**src/rtl/tsc_dump_rx.sv**
```systemverilog
// Host-side receiver for the transient signal capture block. It requests a dump
// on a trigger-done edge, deserialises the framed bytes and holds them in a local RAM.
module tsc_dump_rx #(
    parameter int DEPTH   = 32,
    parameter int AW      = 5,
    parameter int TIMEOUT = 64
) (
    input  logic          clk,
    input  logic          reset,
    input  logic          trd,
    input  logic          cd,
    input  logic          sd,
    output logic          sbf,
    input  logic          clr,
    input  logic [AW-1:0] rd_addr,
    output logic [7:0]    rd_data,
    output logic [AW:0]   count,
    output logic          busy,
    output logic          valid,
    output logic          err
);

    localparam int TW = $clog2(TIMEOUT);
    localparam logic [AW:0]   FULL     = (AW + 1)'(DEPTH);
    localparam logic [TW-1:0] TMO_LAST = TW'(TIMEOUT - 1);

    typedef enum logic [2:0] {
        IDLE       = 3'd0,
        REQ        = 3'd1,
        WAIT_START = 3'd2,
        SHIFT      = 3'd3,
        DONE       = 3'd4
    } state_t;

    state_t        state, state_nxt;
    logic [AW:0]   count_nxt;
    logic          err_nxt;
    logic [TW-1:0] tmo, tmo_nxt;
    logic [2:0]    bit_cnt, bit_cnt_nxt;
    logic [6:0]    shift, shift_nxt;
    logic          trd_q;
    logic          wr_en;
    logic [7:0]    wr_data;
    logic [7:0]    mem [DEPTH];

    assign wr_data = {shift, sd};
    assign sbf     = (state == REQ);
    assign busy    = (state == REQ) || (state == WAIT_START) || (state == SHIFT);
    assign valid   = (state == DONE);

    // clr overrides every transition, including an abort in the middle of a frame
    always_comb begin
        state_nxt   = state;
        count_nxt   = count;
        err_nxt     = err;
        tmo_nxt     = tmo;
        bit_cnt_nxt = bit_cnt;
        shift_nxt   = shift;
        wr_en       = 1'b0;
        if (clr) begin
            state_nxt = IDLE;
            count_nxt = '0;
            err_nxt   = 1'b0;
        end else begin
            case (state)
                IDLE: begin
                    if (trd && !trd_q) begin
                        state_nxt = REQ;
                    end
                end
                REQ: begin
                    tmo_nxt   = '0;
                    state_nxt = WAIT_START;
                end
                WAIT_START: begin
                    if (cd) begin
                        state_nxt = DONE;
                    end else if (sd && (count < FULL)) begin
                        state_nxt   = SHIFT;
                        bit_cnt_nxt = '0;
                    end else if (sd) begin
                        err_nxt   = 1'b1;
                        state_nxt = DONE;
                    end else if (tmo == TMO_LAST) begin
                        state_nxt = DONE;
                        if (count == '0) begin
                            err_nxt = 1'b1;
                        end
                    end else begin
                        tmo_nxt = tmo + 1'b1;
                    end
                end
                SHIFT: begin
                    shift_nxt   = {shift[5:0], sd};
                    bit_cnt_nxt = bit_cnt + 1'b1;
                    if (bit_cnt == 3'd7) begin
                        wr_en     = 1'b1;
                        tmo_nxt   = '0;
                        state_nxt = WAIT_START;
                        if (count < FULL) begin
                            count_nxt = count + 1'b1;
                        end
                    end
                end
                DONE: begin
                end
                default: begin
                    state_nxt = IDLE;
                end
            endcase
        end
    end

    always_ff @(posedge clk or negedge reset) begin
        if (!reset) begin
            state   <= IDLE;
            count   <= '0;
            err     <= 1'b0;
            tmo     <= '0;
            bit_cnt <= '0;
            shift   <= '0;
            trd_q   <= 1'b0;
            rd_data <= '0;
        end else begin
            state   <= state_nxt;
            count   <= count_nxt;
            err     <= err_nxt;
            tmo     <= tmo_nxt;
            bit_cnt <= bit_cnt_nxt;
            shift   <= shift_nxt;
            trd_q   <= trd;
            rd_data <= ({1'b0, rd_addr} < count) ? mem[rd_addr] : 8'h00;
        end
    end

    // Sample RAM has no reset; unwritten locations are masked by the count compare
    always_ff @(posedge clk) begin
        if (wr_en) begin
            mem[count[AW-1:0]] <= wr_data;
        end
    end

endmodule

```
**config.mk**
```make
export PLATFORM = sky130hd
export DESIGN_NAME = tsc_dump_rx
export DESIGN_NICKNAME = d
export VERILOG_FILES = /design/src/rtl/tsc_dump_rx.sv
export SDC_FILE = /design/constraint.sdc
export NUM_CORES = 1
export LEC_CHECK = 0
export CAP_MARGIN = 30
export CELL_PAD_IN_SITES_DETAIL_PLACEMENT = 0
export CELL_PAD_IN_SITES_GLOBAL_PLACEMENT = 1
export CORE_AREA = 2 2 160 177
export DETAILED_ROUTE_END_ITERATION = 7
export DIE_AREA = 0 0 162 179
export GPL_TIMING_DRIVEN = 0
export PLACE_DENSITY = 0.72
export SETUP_SLACK_MARGIN = 0.4
export SKIP_LAST_GASP = 1
export SYNTH_ARGS = -nofsm -noshare
export SYNTH_HDL_FRONTEND = slang
export SYNTH_SLANG_ARGS = --single-unit
export TNS_END_PERCENT = 20
```
**constraint.sdc**
```tcl
create_clock -name clk -period 2.8 [get_ports clk]
set_input_delay 0.56 -clock clk [delete_from_list [all_inputs] [get_ports clk]]
set_output_delay 0.56 -clock clk [all_outputs]
set_load 0.01 [all_outputs]
```
==> results by group <==
Die
  – Die Y: 179 µm
  – Die Area: 29000 µm²
  – Core Area: 27400 µm²
  – IO Count: 29
  – Initial Util: 0.431
  – Die W: 162 µm
  – FP Rows: 64

Detailed routing
  – DRT Wirelength: 25900 µm
  – Post-DRT Antenna Nets: 0
  – First drt pass iteration count: 6
  – Vias per cell: 5.57
  – Initial drt markers: 462
  – Wire per inst: 23.8 µm
  – Post-detailed-route DRC marker count: 0
  – Vias: 6071

Pwr
  – NetSw: 2240 µW
  – PwrDens: 741 nW/µm²
  – Internal Pwr Total: 8000 µW
  – Peak supply drop: 0.413 mV
  – Total Power: 10200 µW
  – Clock power frac: 0.409
  – Combinational share of power: 0.086
  – Sw Ratio: 0.219
  – P_leak: 0.00497 µW
  – Seq pwr share: 0.505

Synthesis
  – Post-Synthesis Cells: 642
  – Yosys top cell by area: edfxtp_1
  – Post-synthesis mux area share: 0.150
  – Xor/xnor share of the synthesized area: 0.00297
  – Syn Nets: 664
  – Synth Area in Adders: 0.0117
  – Top cells by count, synth: edfxtp_1 (256), mux4_2 (52), nor2_1 (52)
  – Syn Area/Cell: 18.4 µm²
  – Yosys cell types: 48
  – Ranking of synthesized cells by area: edfxtp_1 (65%), mux4_2 (9.9%), dfrtp_1 (7.4%)
  – Register area share after synthesis: 0.725
  – Share of the synthesized area in the top cell type: 0.651
  – Top-count cell post-synth: edfxtp_1
  – Yosys Warn Count: 0
  – Combinational family with the most area after synthesis: multiplexers
  – Ys async rst share: 0.120
  – Post-synthesis compound-gate area fraction: 0.0387
  – Post-Synth Simple-Gate Area: 0.0554
  – Main synth FF type: edfxtp_1
  – Post-Syn Area: 11800 µm²
  – EDFF count, synth: 256
  – Yosys reg bits: 291

Clock tree
  – Clock slew at reported path FFs: 0.06 ns
  – Cts-stage hold buffer count: 0
  – Clock network latency to the later pin of the worst-skew pair: 0.54 ns
  – TritonCTS buffer count: 28
  – Clock Tree Root: clkbuf_16
  – Max Buffers Root-to-Sink: 3
  – CTS tree: yes
  – Clock Sinks: 291
  – Htree depth: 1

Worst setup path
  – Worst-path fanout max: 10
  – Top Family by Delay on Critical Path: buffers and inverters
  – Critical path class: reg2out
  – CP required: 2.24 ns
  – Worst Reg-to-Reg Cells: 8
  – Max stage delay on crit path: 0.53 ns
  – CP arrival: 1.92 ns
  – Crit-path cells: buf_2, nor2_1, nand2_1, inv_1, clkdlybuf4s50_1
  – Worst path depth: 5
  – Worst path buffer plus inverter count: 3
  – Worst Setup Start Kind: flop
  – CP endpoint kind: primary output
  – Crit-path slowest cell: clkdlybuf4s50_1

Timing
  – Clock Skew: 0.00967 ns
  – Fin. max-slew vios: 0
  – Setup ws final: 0.317 ns
  – Fmax: 403 MHz
  – RSZ-0062 raised after global routing: true
  – Hold Fails Final Rpt: 0
  – Slew headroom: 0.305
  – Worst slew pin tran: 1.04 ns
  – Fin crit period: 2.48 ns
  – Fin Hold WS: 0.138 ns
  – Period utilisation layout: 0.887
  – Setup violations, final: 0
  – Setup TNS: 0 ns

Global routing
  – Vias in the first global route: 6319
  – First-pass GRT wire length: 38700 µm
  – Largest net degree at the start of global routing: 38
  – Tot GR Track Use: 0.181
  – Total gr overflow: 0
  – Initial antenna violation count: 0

Outcome
  – Outcome: complete, no violations

Placed design
  – Final GP Congestion: 0.795
  – DP Worst Slack: -0.480 ns
  – DP HPWL: 17400 µm
  – Placed cells: 1036
  – IO Port Bufs: 27

Final layout
  – Post-Layout Cell Count: 1089
  – Ratio of cells with drive above 1 in the final layout: 0.248
  – Layout area overhead: 17.0%
  – Ant. Diodes: 0
  – Nets: 727

Job
  – Maxcap violations: 0

Min path
  – Min-delay worst type: in2async
## worst paths after layout
kind | end | startpoint | slack, ns
hold / removal | state[0]$_DFFE_PN0P_ | reset | 0.14
min in group clk | trd_q$_DFF_PN0_ | trd | 0.50
setup / recovery | valid | state[0]$_DFFE_PN0P_ | 0.32
hold reg to reg | err$_DFFE_PN0P_ | err$_DFFE_PN0P_ | 0.51
setup reg to reg | rd_data[5]$_DFF_PN0_ | count[2]$_DFFE_PN0P_ | 0.34
max in group asynchronous | rd_data[5]$_DFF_PN0_ | reset | 2.11
## metal layers
layer | wire, µm | global-route usage
met3 | 1330 | 0.0278
met1 | 11100 | 0.248
met5 | 0 | 0
met2 | 12900 | 0.307
met4 | 531 | 0.0465
## metrics by stage
step | instance area (µm²) | utilization
6_report | 13800 | 0.505
5_1_grt | 13800 | 0.505
4_1_cts | 13700 | 0.500
3_5_place_dp | 12600 | 0.460
3_3_place_gp | 12500 | 0.458
2_1_floorplan | 11800 | -
## worst reg2reg max path: cells and delay by family, from the launching register on
| family | cells | cell delay, ns |
|---|---|---|
| AO/OA/AOI/OAI | 4 | 0.82 |
| AND/OR/NAND/NOR | 1 | 0.45 |
| flip-flops | 1 | 0.37 |
| adder cells (fa/ha/maj) | 1 | 0.35 |
| buffers and inverters | 2 | 0.32 |
## cell type report
class,instances,area (µm²)
Timing Repair Buffer,33,379
Clock inverter,19,300
Buffer,26,179
Clock buffer,32,737
Multi-Input combinational cell,314,3170
Fill cell,2241,13600
Tap cell,363,454
Sequential cell,291,8560
Inverter,11,41.3
## state kept, by name, indices dropped and copies added, names as in the netlist
name	count
mem	256
rd_data	8
shift	7
count	6
tmo	6
bit_cnt	3
state	3
err	1
trd_q	1
## logic make-up (layout without fill, tap and decap cells)
kind of cell | count (synthesis) | after routing
AO/OA/AOI/OAI | 56 | 56
XOR/XNOR | 4 | 4
AND/OR/NAND/NOR | 139 | 139
adder cells (fa/ha/maj) | 11 | 11
buffers and inverters | 37 | 121
multiplexers | 104 | 104
flip-flops | 291 | 291
## cell usage in the layout, fill, tap and decap left out, types with 4 or more instances in the layout
cell type,instances
nor2_2,31
mux4_2,52
mux2_2,10
xnor2_1,4
dfrtp_1,35
buf_6,4
or3_1,4
a22o_1,5
a22oi_1,4
nand2b_1,11
nor2b_1,5
nand2_1,28
a21oi_1,6
edfxtp_1,256
clkdlybuf4s50_1,24
o21ai_0,7
bufinv_16,8
ha_1,11
inv_1,10
a211o_1,6
mux4_1,4
buf_4,10
o22ai_1,8
nand4_1,4
clkbuf_16,29
o31ai_1,5
clkbuf_1,6
buf_2,9
nor2_1,19
nor3_1,9
nand3_1,14
mux2i_1,38
clkinv_2,5
## what timing repair did
| item | in CTS | in global routing |
|---|---|---|
| endpoints found under the setup margin | 257 | 267 |
| pin swaps | 0 | 1 |
| resized for setup | 22 | 31 |
| setup buffers | 0 | 1 |
| endpoints found under the hold margin | 0 | 0 |
## power groups by stage
stage / sequential (µW) / clock [µW] / combinational (µW)
after global placement: 5370 / 0 / 632
after floorplan: 5240 / 0 / 428
after global routing: 5190 / 4420 / 956
final: 5170 / 4190 / 881
after CTS: 5170 / 4250 / 892
after detailed placement: 5270 / 0 / 882
No activity file was read; power rests on OpenSTA's default activity.
